`src/rtl/dff_chain_strobed_pkg.sv`:
```
// Shared lab package: chain mode encoding plus a small width helper.
package dff_chain_strobed_pkg;

  typedef enum logic [1:0] {
    MODE_HOLD   = 2'd0,
    MODE_SHIFT  = 2'd1,
    MODE_ROTATE = 2'd2,
    MODE_FILL   = 2'd3
  } mode_t;

  // Counter width for a 0..n-1 range; never narrower than one bit.
  function automatic int unsigned cnt_width(input int unsigned n);
    return (n > 1) ? $clog2(n) : 1;
  endfunction

endpackage

```
`src/rtl/dff_chain_strobed_strobe_gen.sv`:
```
// Free-running clock-enable prescaler: one-cycle strobe every DIV clocks.
module strobe_gen
  import dff_chain_strobed_pkg::*;
#(
  parameter int unsigned DIV = 50_000_000
) (
  input  logic clock,
  input  logic reset,
  output logic strobe
);

  localparam int unsigned   CW   = cnt_width(DIV);
  localparam logic [CW-1:0] LAST = CW'(DIV - 1);

  logic [CW-1:0] cnt_q;
  logic [CW-1:0] cnt_d;

  always_comb begin
    cnt_d = (cnt_q == LAST) ? '0 : cnt_q + CW'(1);
  end

  always_ff @(posedge clock) begin
    if (reset) begin
      cnt_q <= '0;
    end else begin
      cnt_q <= cnt_d;
    end
  end

  // With DIV=1 the counter sits at 0 == LAST, so strobe is held high.
  assign strobe = (cnt_q == LAST);

endmodule

```
`src/rtl/dff_chain_strobed.sv`:
```
// WIDTH x DEPTH register chain (hold/shift/rotate/fill) advanced on prescaler strobes.
// Define DFF_CHAIN_STROBED_SYNC_EN to pass d through a two-flop synchroniser.
module dff_chain_strobed
  import dff_chain_strobed_pkg::*;
#(
  parameter int unsigned WIDTH = 4,
  parameter int unsigned DEPTH = 8,
  parameter int unsigned DIV   = 50_000_000
) (
  input  logic                         clock,
  input  logic                         reset,
  input  logic                         enable,
  input  logic [1:0]                   mode,
  input  logic [WIDTH-1:0]             d,
  output logic                         strobe,
  output logic [WIDTH-1:0]             q,
  output logic [WIDTH*DEPTH-1:0]       stages,
  output logic [$clog2(DEPTH+1)-1:0]   count,
  output logic                         full
);

  localparam int unsigned      CNT_W   = $clog2(DEPTH + 1);
  localparam logic [CNT_W-1:0] DEPTH_C = CNT_W'(DEPTH);

  mode_t            mode_w;
  logic             upd;
  logic [WIDTH-1:0] d_eff;
  logic [WIDTH-1:0] stage_w [DEPTH];

  assign mode_w = mode_t'(mode);

  strobe_gen #(
    .DIV (DIV)
  ) u_strobe_gen (
    .clock  (clock),
    .reset  (reset),
    .strobe (strobe)
  );

  assign upd = strobe & enable;

`ifdef DFF_CHAIN_STROBED_SYNC_EN
  logic [WIDTH-1:0] sync1_q;
  logic [WIDTH-1:0] sync2_q;

  always_ff @(posedge clock) begin
    if (reset) begin
      sync1_q <= '0;
      sync2_q <= '0;
    end else begin
      sync1_q <= d;
      sync2_q <= sync1_q;
    end
  end

  assign d_eff = sync2_q;
`else
  assign d_eff = d;
`endif

  for (genvar gi = 0; gi < DEPTH; gi++) begin : g_stage
    logic [WIDTH-1:0] shift_src;
    logic [WIDTH-1:0] stage_q;
    logic [WIDTH-1:0] stage_d;

    // Stage 0 takes fresh data when shifting and the tail word when rotating.
    if (gi == 0) begin : g_head
      assign shift_src = (mode_w == MODE_ROTATE) ? stage_w[DEPTH-1] : d_eff;
    end else begin : g_tail
      assign shift_src = stage_w[gi-1];
    end

    always_comb begin
      stage_d = stage_q;
      if (upd) begin
        case (mode_w)
          MODE_SHIFT, MODE_ROTATE: stage_d = shift_src;
          MODE_FILL:               stage_d = d_eff;
          default:                 stage_d = stage_q;
        endcase
      end
    end

    always_ff @(posedge clock) begin
      if (reset) begin
        stage_q <= '0;
      end else begin
        stage_q <= stage_d;
      end
    end

    assign stage_w[gi]                = stage_q;
    assign stages[gi*WIDTH +: WIDTH]  = stage_q;
  end

  assign q = stage_w[DEPTH-1];

  logic [CNT_W-1:0] count_q;
  logic [CNT_W-1:0] count_d;
  logic             full_q;

  always_comb begin
    count_d = count_q;
    if (upd) begin
      case (mode_w)
        MODE_SHIFT: if (count_q != DEPTH_C) count_d = count_q + CNT_W'(1);
        MODE_FILL:  count_d = DEPTH_C;
        default:    count_d = count_q;
      endcase
    end
  end

  // full is registered from count_d so it changes in the same cycle as count.
  always_ff @(posedge clock) begin
    if (reset) begin
      count_q <= '0;
      full_q  <= 1'b0;
    end else begin
      count_q <= count_d;
      full_q  <= (count_d == DEPTH_C);
    end
  end

  assign count = count_q;
  assign full  = full_q;

endmodule

```
`config.mk`:
```
export PLATFORM = sky130hd
export DESIGN_NAME = dff_chain_strobed
export DESIGN_NICKNAME = d
export VERILOG_FILES = /design/src/rtl/dff_chain_strobed_pkg.sv /design/src/rtl/dff_chain_strobed_strobe_gen.sv /design/src/rtl/dff_chain_strobed.sv
export SDC_FILE = /design/constraint.sdc
export NUM_CORES = 1
export LEC_CHECK = 0
export ABC_AREA = 0
export BUFFER_PORTS_ARGS = -buffer_cell sky130_fd_sc_hd__clkbuf_2
export CORE_UTILIZATION = 45
export CTS_CLUSTER_SIZE = 28
export DETAILED_ROUTE_END_ITERATION = 10
export GPL_TIMING_DRIVEN = 0
export HOLD_SLACK_MARGIN = 0.12
export PLACE_DENSITY = 0.71
export SYNTH_ARGS = -nofsm -noshare
export SYNTH_HDL_FRONTEND = slang
export SYNTH_SLANG_ARGS = --single-unit
export TNS_END_PERCENT = 50
```
`constraint.sdc`:
```
create_clock -name clock -period 2.14 [get_ports clock]
set_clock_uncertainty 0.1 [all_clocks]
set_input_delay 0.642 -clock clock [delete_from_list [all_inputs] [get_ports clock]]
set_output_delay 0.642 -clock clock [all_outputs]
set_load 0.03 [all_outputs]
```
After elaboration in Yosys (flattened, before gate mapping) --
Cells that the tools add are included.
Word-level totals: bits in registers 63, latch bits 0, RAM bits 0, ROM bits 0, input port bits 9, memories kept 0
Operators by class: add/subtract/negate cells 2, multipliers 0, divide/modulo/power cells 0, order comparisons 0, eq/ne operators 6, shift-type cells 0, multiplexer cells 12, bitwise gates (word level) 1, reduce and logical (&&, ||, !) cells 4
Operator list (count):
- $pmux W4 S2 | 9
- $add A26 B1 Y26 const B | 1
- $eq A26 B26 Y1 const B | 1
- $mux W4 | 3
- $add A4 B1 Y4 const B | 1
- $eq A2 B2 Y1 const B | 2
- $eq A4 B4 Y1 const B | 1
- $ne A4 B4 Y1 const B | 1
- $reduce_or A2 Y1 | 2
- $eq A2 B1 Y1 const B | 1
- $reduce_and A2 Y1 | 1
- $reduce_bool A2 Y1 | 1
- $and A1 B1 Y1 | 1

Depth between registers and ports, before layout --
Gate-level depths: netlist of run 1.
depth in word-level cells 5, depth in mapped cells 8, depth with buffers taken out 6

Cells and area by module --
From an unflattened synthesis of run 1, not the netlist that was laid out.
Second synthesis, totals: cells, all modules 336, area total of the unflattened synthesis 2819.0 um2
Modules (own cells, without submodules):
- dff_chain_strobed | times used 1, cells an instance 189, area an instance 1561.5 um2, seq. area each 740.7 um2
- strobe_gen | times used 1, cells an instance 147, area an instance 1257.5 um2, seq. area each 520.5 um2

Worst setup path after synthesis of run 1 --
No wires, ideal clock.
path kind register to register, start point register u_strobe_gen.cnt_q[0], end point register u_strobe_gen.cnt_q[17], arrival 2.011 ns, setup slack -0.089 ns, stages on the path, launching flop included 9, clock period less this slack 2.229 ns, path through dfxtp_1 ha_1 nand3_2 nor3_1 nor2b_1 or2_1 clkbuf_1 buf_2 nor2_1
Between the ends: longest elaborated chain between the ends 2, elaborated cells between the ends (all ways) 3, classes of those cells add/sub (1); eq/ne (1); reduce/logical (1)
RTL lines:
- start: declaration | RTL line dff_chain_strobed_strobe_gen.sv:15 | logic [CW-1:0] cnt_q;
- start signal: assignment | RTL line dff_chain_strobed_strobe_gen.sv:26 | cnt_q <= cnt_d;
- $eq A26 B26 Y1
- named net strobe | RTL line dff_chain_strobed.sv:15 | output logic strobe,
- $reduce_or A2 Y1 (no line)
The timed path passes the listed nets, and every way through them passes these cells. A chain may end at the register's enable or synchronous reset.

Final worst setup path of run 1 --
start point register u_strobe_gen.cnt_q[23], end point output strobe
Between the ends: longest elaborated chain between the ends 1
RTL lines:
- $eq A26 B26 Y1 | RTL line dff_chain_strobed_strobe_gen.sv:31 | assign strobe = (cnt_q == LAST);
- end: declaration | RTL line dff_chain_strobed.sv:15
Every way passes these cells.

==> flow_metrics.env, run 1 <==
export IMPL_hp_class="register to register"
export IMPL_critPathKind="register to output port"
export IMPL_grt_pass1_wl_um=11100
export IMPL_finalWirelength_um=7470
export IMPL_ys_warn_count=0
export IMPL_drt_iter0_markers=153
export IMPL_fin_crit_ps=2280
export IMPL_io_pins=51
export IMPL_fin_ws_ps=-136
export IMPL_syn_area_per_cell_um2=8.71
export IMPL_area_growth_pct=29.7
export IMPL_grt_antenna_before_repair=0
export IMPL_p_per_area_mw_per_mm2=610
export IMPL_gp_congestion=0.852
export IMPL_synthMostInstantiatedCell="nor2_1"
export IMPL_synth_area_leaders="dfxtp_1 43%, nor2_1 8.2%, a211oi_1 6.7%"
export IMPL_diodes=0
export IMPL_synth_cells=335
export IMPL_grt_usage_pct=21.8
export IMPL_htreeDepth=3
export IMPL_startpoint_type="register"
export IMPL_multi_input_area_mm2=0.00161
export IMPL_wl_per_cell_um=15.4
export IMPL_hp_start="u_strobe_gen.cnt_q[0]$_SDFF_PP0_"
export IMPL_ir_worst_vdd_v=0.000381
export IMPL_holdBufCountCts=0
export IMPL_die_area_mm2=0.00681
export IMPL_busiest_layer="met2"
export IMPL_cp_data_required_time_ps=1400
export IMPL_cp_arrival_ps=1530
export IMPL_tightest_slew_ps=770
export IMPL_first_pass_iters=5
export IMPL_path_max_fanout=3
export IMPL_clk_transition_reported_paths_ps=70
export IMPL_leakage_nw=1.45
export IMPL_row_count=28
export IMPL_slew_headroom_pct=48.3
export IMPL_setup_viol=1
export IMPL_reg2reg_slack_ps=10
export IMPL_die_w_um=82.5
export IMPL_route_antenna_remaining_nets=0
export IMPL_period_share_pct=106
export IMPL_hold_viol=0
export IMPL_met2_usage_pct=33.8
export IMPL_synth_seq_cells=63
export IMPL_ys_seq_area_share_pct=43.2
export IMPL_dieHeight_um=82.5
export IMPL_r2r_end="g_stage[6].stage_q[1]$_SDFFE_PP0P_"
export IMPL_cts_tree="yes"
export IMPL_synth_ff_type="dfxtp_1"
export IMPL_clock_latency_ps=340
export IMPL_grt_pass1_vias=2372
export IMPL_vias=2752
export IMPL_r2r_cells=8
export IMPL_vias_per_cell=5.66
export IMPL_final_seq_area_mm2=0.00128
export IMPL_syn_area_mm2=0.00292
export IMPL_core_mm2=0.00610
export IMPL_port_buffers=50
export IMPL_min_delay_worst_endpoint="u_strobe_gen.cnt_q[0]$_SDFF_PP0_"
export IMPL_finalSetupTns_ps=-136
export IMPL_remaining_drc_errors=0
export IMPL_grt_ovfl_total=0
export IMPL_worstSetupEndpointType="output port"
export IMPL_synth_fp_nets=347
export IMPL_cts_sinks=63
export IMPL_drv_cap=0
export IMPL_layout_nets=418
export IMPL_use_met1_pct=28.8
export IMPL_drive_above_1_share_pct=33.6
export IMPL_violations="negative setup slack"
export IMPL_fmax_ghz=0.439
export IMPL_synth_edf_count=0
export IMPL_r2r_start="u_strobe_gen.cnt_q[24]$_SDFF_PP0_"
export IMPL_root_buffer="clkbuf_8"
export IMPL_ys_types=41
export IMPL_hpwl_um=4750
export IMPL_drv_slew=0
export IMPL_ys_top_cells_by_count="64 x nor2_1, 63 x dfxtp_1, 31 x a21oi_1"
export IMPL_outcome="complete, but fails checks"
export IMPL_async_flop_share_pct=0
export IMPL_place_inst=460
export IMPL_floorplan_initialDensity_pct=47.9
export IMPL_cts_made_buffers=9
export IMPL_synth_top_area_share_pct=43.2
export IMPL_nFillCells=505
export IMPL_dp_slack_ps=-144
export IMPL_whs_path_depth=1
export IMPL_grt_max_degree=11
export IMPL_rsz0062_at_grt="yes"
export IMPL_clockBufferDepth=2
export IMPL_stdcell_count=486
export IMPL_use_met3_pct=4.07
export IMPL_yosys_area_top_type="dfxtp_1"
## worst max-delay path, stage by stage (launching register included)
cell and delay (ps):
dfxtp_1 370, nand4_1 240, nor3_2 250, nor2b_4 200
buf_8 130
## worst max path at each step
stage	from	to	slack, ps	depth (start not counted)
after floorplan	u_strobe_gen.cnt_q[0]$_SDFF_PP0_	u_strobe_gen.cnt_q[17]$_SDFF_PP0_	90	8
after global placement	u_strobe_gen.cnt_q[0]$_SDFF_PP0_	u_strobe_gen.cnt_q[20]$_SDFF_PP0_	-120	6
after detailed placement	mode[1]	g_stage[4].stage_q[1]$_SDFFE_PP0P_	-140	6
after CTS	u_strobe_gen.cnt_q[8]$_SDFF_PP0_	strobe	-130	4
after global routing	u_strobe_gen.cnt_q[24]$_SDFF_PP0_	strobe	-190	4
final	u_strobe_gen.cnt_q[23]$_SDFF_PP0_	strobe	-140	4
## registers in the layout (all words and copies together), names as in the netlist
| register | count |
|---|---|
| g_stage.stage_q | 28 |
| count | 4 |
| u_strobe_gen.cnt_q | 26 |
| q | 4 |
| full | 1 |
## placed cells by master, fill, tap and decap left out, types with 2 or more instances in the layout
cell type,synthesis,final
clkbuf_16,0,3
mux2i_1,5,5
a211oi_1,26,15
clkbuf_8,0,10
and3_1,8,8
nand3_1,13,13
nor2_2,0,7
buf_1,2,2
clkinv_2,0,3
clkbuf_1,12,14
nand4_1,7,7
o21ai_0,2,2
ha_1,3,2
inv_1,9,9
dfxtp_2,0,9
buf_6,3,4
nand3_4,1,2
nor2_1,64,57
dfxtp_1,63,53
buf_4,5,10
buf_8,0,4
nand2_1,13,13
nor4_1,5,3
nor4_2,2,4
xor2_1,16,16
nor3_1,6,5
clkbuf_2,0,49
a211oi_2,8,19
a21oi_1,31,31
xnor2_1,8,8
buf_2,5,2
## logic make-up after synthesis
kind of cell               count (synthesis)  synth area share (%)
buffers and inverters                     36                  6.26
muxes                                      5                  1.71
xor gates and xnor gates                  24                  7.20
adders and majority gates                  3                  1.29
and+or+nand+nor                          133                  23.1
AOI/OAI and AO/OA                         71                  17.2
DFF                                       63                  43.2
## area by class of cell
cell class | count | share of cell area (%)
Buffer | 27 | 4.96
Tap cell | 75 | 2.48
Inverter | 9 | 0.893
Timing Repair Buffer | 60 | 10.4
Clock inverter | 4 | 1.19
Sequential cell | 63 | 33.7
Clock buffer | 12 | 3.83
Multi-Input combinational cell | 236 | 42.5
## where the power goes
| part | switching, mW | internal, mW | total, mW | leakage, nW |
|---|---|---|---|---|
| sequential | 0.00714 | 1.18 | 1.18 | 0.513 |
| combinational | 0.0689 | 0.0297 | 0.0986 | 0.838 |
| clock | 0.460 | 0.565 | 1.03 | 0.100 |
## through the flow
stage	area (um^2)	power [mW]	util, %	hold WS (ps)
after floorplan	2920	1.27	-	330
after global placement	3270	1.30	53.6	344
after detailed placement	3270	1.30	53.6	366
after CTS	3530	2.31	57.9	366
after global routing	3780	2.37	62.1	391
final	3780	2.31	62.1	371
## what timing repair did
| action | CTS | global route |
|---|---|---|
| cloned | 0 | 4 |
| setup endpoints to repair | 21 | 39 |
| gates resized for setup | 18 | 42 |
| buffers inserted | 2 | 4 |
| pin swaps | 5 | 33 |
## metal layers
| metal | wire length (um) | vias to the layer above |
|---|---|---|
| met2 | 3390 | 95 |
| met3 | 415 | 17 |
| li1 | - | 1318 |
| met5 | 0 | - |
| met1 | 3480 | 1322 |
| met4 | 187 | 0 |
No activity file was read; power rests on OpenSTA's default activity.
==> run 2: changes to the inputs <==
--- a/config.mk
+++ b/config.mk
@@ -16,4 +16,4 @@
 export SYNTH_ARGS = -nofsm -noshare
 export SYNTH_HDL_FRONTEND = slang
 export SYNTH_SLANG_ARGS = --single-unit
-export TNS_END_PERCENT = 50
+export TNS_END_PERCENT = 1
==> run 2 against run 1 <==
Effect of this change: the run still ends with negative setup slack left; non-clock buffer count is 7 lower; clock power about the same; design area is 5.0% lower; utilization fell by 3.1 points; global-route usage unchanged; sequential power is essentially flat; setup slack better by 6.5 ps; first-iteration DRC count is 34% lower; maximum frequency is 0.29% higher.
==> flow_metrics.env, run 2 (synthesis gave the netlist of run 1 again) <==
export IMPL_outcome="complete, but fails checks"
export IMPL_violations="negative setup slack"
export IMPL_largest_reg_flops=28
export IMPL_top_register="g_stage.stage_q"
export IMPL_multi_input_area_mm2=0.00156
export IMPL_slew_headroom_pct=49.5
export IMPL_clk_transition_reported_paths_ps=70
export IMPL_path_max_fanout=3
export IMPL_fmax_ghz=0.441
export IMPL_grt_antenna_before_repair=0
export IMPL_hold_viol=0
export IMPL_final_cell_mix="64 x nor2_1, 53 x dfxtp_1, 49 x clkbuf_2"
export IMPL_htreeDepth=3
export IMPL_tightest_slew_ps=752
export IMPL_final_common_cell="nor2_1"
export IMPL_dp_slack_ps=-144
export IMPL_first_pass_iters=4
export IMPL_drv_slew=0
export IMPL_clock_latency_ps=340
export IMPL_grt_pass1_wl_um=11100
export IMPL_power_frac_seq_pct=51.6
export IMPL_startpoint_type="register"
export IMPL_p_sw_share_pct=22.9
export IMPL_busiest_layer="met2"
export IMPL_use_met1_pct=28.8
export IMPL_die_w_um=82.5
export IMPL_cp_arrival_ps=1530
export IMPL_hpwl_um=4750
export IMPL_setup_viol=1
export IMPL_port_buffers=50
export IMPL_drt_iter0_markers=101
export IMPL_ir_worst_vdd_v=0.000381
export IMPL_p_total_mw=2.30
export IMPL_grt_usage_pct=21.8
export IMPL_cts_made_buffers=9
export IMPL_netSwitchingPower_mw=0.525
export IMPL_finalSetupTns_ps=-129
export IMPL_hp_start="u_strobe_gen.cnt_q[0]$_SDFF_PP0_"
export IMPL_die_area_mm2=0.00681
export IMPL_route_antenna_remaining_nets=0
export IMPL_r2r_start="u_strobe_gen.cnt_q[24]$_SDFF_PP0_"
export IMPL_leakage_nw=1.36
export IMPL_drv_cap=0
export IMPL_floorplan_initialDensity_pct=47.9
export IMPL_dieHeight_um=82.5
export IMPL_remaining_drc_errors=0
export IMPL_diodes=0
export IMPL_drive_above_1_share_pct=28.7
export IMPL_root_buffer="clkbuf_8"
export IMPL_holdWs_ps=371
export IMPL_fin_ws_ps=-129
export IMPL_design_area_mm2=0.00360
export IMPL_clkPwrFrac_pct=44.3
export IMPL_startpoint="u_strobe_gen.cnt_q[23]$_SDFF_PP0_"
export IMPL_vias_per_cell=5.46
export IMPL_core_mm2=0.00610
export IMPL_io_pins=51
export IMPL_layout_nets=411
export IMPL_met2_usage_pct=33.8
export IMPL_row_count=28
export IMPL_grt_ovfl_total=0
export IMPL_cts_sinks=63
export IMPL_p_per_area_mw_per_mm2=638
export IMPL_grt_max_degree=11
export IMPL_top_regs="g_stage.stage_q x28, u_strobe_gen.cnt_q x26"
export IMPL_critPathKind="register to output port"
export IMPL_final_seq_area_mm2=0.00128
export IMPL_wl_per_cell_um=14.6
export IMPL_hp_class="register to register"
export IMPL_area_growth_pct=23.2
export IMPL_cts_tree="yes"
export IMPL_comb_power_share_pct=4.2
export IMPL_finalWirelength_um=6980
export IMPL_nFillCells=540
export IMPL_cp_data_required_time_ps=1400
export IMPL_holdBufCountCts=0
export IMPL_clockBufferDepth=2
export IMPL_use_met3_pct=4.07
export IMPL_worstSetupEndpointType="output port"
export IMPL_gp_congestion=0.852
export IMPL_period_share_pct=106
export IMPL_postPlaceCellArea_mm2=0.00327
export IMPL_rsz0062_at_grt="yes"
export IMPL_grt_pass1_vias=2372
export IMPL_vias=2613
export IMPL_internal_power_mw=1.77
export IMPL_fin_crit_ps=2270
==> run 2: area by class of cell <==
| type | instances | area share, % |
|---|---|---|
| Clock buffer | 12 | 4.03 |
| Clock inverter | 4 | 1.25 |
| Inverter | 9 | 0.939 |
| Timing Repair Buffer | 53 | 7.86 |
| Buffer | 27 | 4.59 |
| Multi-Input combinational cell | 236 | 43.2 |
| Sequential cell | 63 | 35.5 |
| Tap cell | 75 | 2.61 |
==> run 2: power groups by stage <==
stage | clock network [mW] | logic (mW) | registers, mW
final | 1.02 | 0.0959 | 1.18
after global routing | 1.08 | 0.106 | 1.18
after CTS | 1.03 | 0.0923 | 1.18
after detailed placement | 0 | 0.0886 | 1.21
after global placement | 0 | 0.0885 | 1.21
after floorplan | 0 | 0.0596 | 1.21
==> run 2: critical path: stages, from the launching register on <==
cell	delay, ps
dfxtp_1	370
nand4_1	240
nor3_2	250
nor2b_4	200
buf_8	130
==> run 2: path summary, 6_finish.rpt <==
kind	end	cells past startpoint	slack (ps)
hold / removal	u_strobe_gen.cnt_q[0]$_SDFF_PP0_	1	370
hold reg to reg	u_strobe_gen.cnt_q[0]$_SDFF_PP0_	1	370
setup / recovery	strobe	4	-130
setup reg to reg	g_stage[0].stage_q[0]$_SDFFE_PP0P_	8	50
==> run 2: per-layer routing <==
metal / routed length [um] / share of wire, %
met1: 3340 / 48
met2: 3210 / 46
met3: 262 / 3.8
met4: 168 / 2.4
met5: 0 / 0
==> run 2: per-stage QoR <==
step | util [%] | instances
after floorplan | - | 335
after global placement | 53.6 | 460
after detailed placement | 53.6 | 460
after CTS | 57.9 | 478
after global routing | 59.0 | 479
final | 59.0 | 479
==> run 2: timing repair <==
action | CTS | global route
endpoints found under the setup margin | 21 | 39
pin swaps | 5 | 7
resized for setup | 18 | 15
setup buffers | 2 | 1
==> run 3: changes to the inputs <==
==> constraint.sdc (replaced) <==
create_clock -name clock -period 2.14 [get_ports clock]
set_clock_uncertainty 0.1 [all_clocks]
set_input_delay 0.428 -clock clock [delete_from_list [all_inputs] [get_ports clock]]
set_output_delay 0.428 -clock clock [all_outputs]
set_load 0.03 [all_outputs]
==> run 3 against run 2 <==
Effect of this change: cell count is 0.42% lower; total power is 0.15% higher; sequential share of layout area is 0.24 points higher; first-iteration DRC count is 30% higher; setup slack better by 160 ps; highest routed layer unchanged; critical path type unchanged; non-clock buffer count is 2 lower; sequential cell count stayed put; critical endpoint unchanged; the flow now finishes without violations; via count is 0.11% higher; critical path depth stayed put; register-to-register slack better by 80 ps.
==> flow_metrics.env, run 3 (synthesis gave the netlist of run 1 again) <==
export IMPL_multi_input_area_mm2=0.00154
export IMPL_clk_transition_reported_paths_ps=70
export IMPL_design_area_mm2=0.00354
export IMPL_slew_headroom_pct=51.4
export IMPL_final_seq_area_mm2=0.00126
export IMPL_fmax_ghz=0.474
export IMPL_nFillCells=550
export IMPL_startpoint_type="register"
export IMPL_first_pass_iters=4
export IMPL_path_max_fanout=5
export IMPL_hold_viol=0
export IMPL_outcome="finished clean"
export IMPL_holdBufCountCts=0
export IMPL_grt_antenna_before_repair=0
export IMPL_clock_latency_ps=340
export IMPL_root_buffer="clkbuf_8"
export IMPL_route_antenna_remaining_nets=0
export IMPL_grt_pass1_wl_um=11000
export IMPL_port_buffers=50
export IMPL_drive_above_1_share_pct=25.4
export IMPL_dieHeight_um=82.5
export IMPL_clockBufferDepth=2
export IMPL_row_count=28
export IMPL_period_share_pct=98.5
export IMPL_finalSetupTns_ps=0
export IMPL_die_area_mm2=0.00681
export IMPL_max_stage_delay_ps=360
export IMPL_cp_cell_sequence="nor4bb_2 > nand4_1 > nor2b_4 > clkbuf_8"
export IMPL_drt_iter0_markers=131
export IMPL_area_growth_pct=21.2
export IMPL_leakage_nw=1.36
export IMPL_worstSetupEndpointType="output port"
export IMPL_wl_per_cell_um=14.4
export IMPL_path_buf_inv=1
export IMPL_remaining_drc_errors=0
export IMPL_drv_cap=0
export IMPL_dp_slack_ps=-74.3
export IMPL_vias=2616
export IMPL_setup_viol=0
export IMPL_postPlaceCellArea_mm2=0.00327
export IMPL_final_cell_mix="64 x nor2_1, 61 x dfxtp_1, 49 x clkbuf_2"
export IMPL_io_pins=51
export IMPL_fin_crit_ps=2110
export IMPL_rsz0062_at_grt="yes"
export IMPL_fin_util_pct=58.0
export IMPL_slowest_stage="dfxtp_1"
export IMPL_grt_max_degree=11
export IMPL_cts_tree="yes"
export IMPL_drv_slew=0
export IMPL_grt_usage_pct=21.8
export IMPL_largest_reg_flops=28
export IMPL_gp_congestion=0.852
export IMPL_tightest_slew_ps=730
export IMPL_hpwl_um=4750
export IMPL_place_inst=460
export IMPL_cts_sinks=63
export IMPL_cts_made_buffers=9
export IMPL_cp_data_required_time_ps=1610
export IMPL_diodes=0
export IMPL_stdcell_count=477
export IMPL_top_regs="g_stage.stage_q x28, u_strobe_gen.cnt_q x26"
export IMPL_layout_nets=409
export IMPL_htreeDepth=3
export IMPL_hp_class="input pin to register"
export IMPL_top_register="g_stage.stage_q"
export IMPL_grt_pass1_vias=2379
export IMPL_cp_arrival_ps=1580
export IMPL_vias_per_cell=5.48
export IMPL_cp_top_family="simple AND/OR/NAND/NOR gates"
export IMPL_grt_ovfl_total=0
export IMPL_critPathKind="register to output port"
export IMPL_fin_ws_ps=31.5
export IMPL_core_mm2=0.00610
export IMPL_floorplan_initialDensity_pct=47.9
export IMPL_final_common_cell="nor2_1"
export IMPL_die_w_um=82.5
export IMPL_ir_worst_vdd_v=0.000400
export IMPL_finalWirelength_um=6860
export IMPL_p_per_area_mw_per_mm2=650
==> run 3: routing by layer <==
metal	up-vias	part of all wire, %	track usage, %	routed length, um
li1	1301	-	-	-
met1	1234	48	28.6	3280
met2	68	45	33.9	3100
met3	13	4.8	4.07	329
met4	0	2.2	11.4	148
met5	-	0	0	0
==> run 3: power by group <==
part           leakage (nW)  total [mW]  switching, mW  internal (mW)
sequential            0.508        1.18        0.00716           1.18
combinational         0.749      0.0947         0.0645         0.0303
clock                 0.100        1.02          0.455          0.565
total                  1.36        2.30          0.526           1.77
==> run 3: cell type report <==
class                           instances  share of cell area [%]
Multi-Input combinational cell        236                    43.4
Sequential cell                        63                    35.7
Timing Repair Buffer                   51                    7.53
Buffer                                 27                    4.38
Clock buffer                           12                    4.10
Tap cell                               75                    2.65
Clock inverter                          4                    1.27
Inverter                                9                   0.955
==> run 3: worst reg2reg max path: stages, from the launching register on <==
cell	delay (ps)
dfxtp_1	360
nor4bb_2	300
nand4_1	230
and4bb_1	340
buf_6	160
buf_6	160
nor2_1	70
a211oi_1	220
==> run 3: repair_timing <==
action / CTS / global route
gates resized for setup: 10 / 5
endpoints found under the setup margin: 21 / 24
gates cloned: 0 / 0
buffers inserted: 1 / 0
pin swaps: 2 / 0
==> run 3: stage by stage <==
stage	hold slack, ps	total power, mW
2_1_floorplan	330	1.27
3_3_place_gp	344	1.30
3_5_place_dp	366	1.30
4_1_cts	339	2.31
5_1_grt	368	2.37
6_report	346	2.30
==> run 3: path summary, 6_finish.rpt <==
check | start | end | slack (ps) | cells past startpoint
hold / removal | d[2] | g_stage[0].stage_q[2]$_SDFFE_PP0P_ | 350 | 3
hold reg to reg | u_strobe_gen.cnt_q[0]$_SDFF_PP0_ | u_strobe_gen.cnt_q[0]$_SDFF_PP0_ | 370 | 1
setup / recovery | u_strobe_gen.cnt_q[8]$_SDFF_PP0_ | strobe | 30 | 4
setup reg to reg | u_strobe_gen.cnt_q[8]$_SDFF_PP0_ | g_stage[0].stage_q[0]$_SDFFE_PP0P_ | 130 | 7
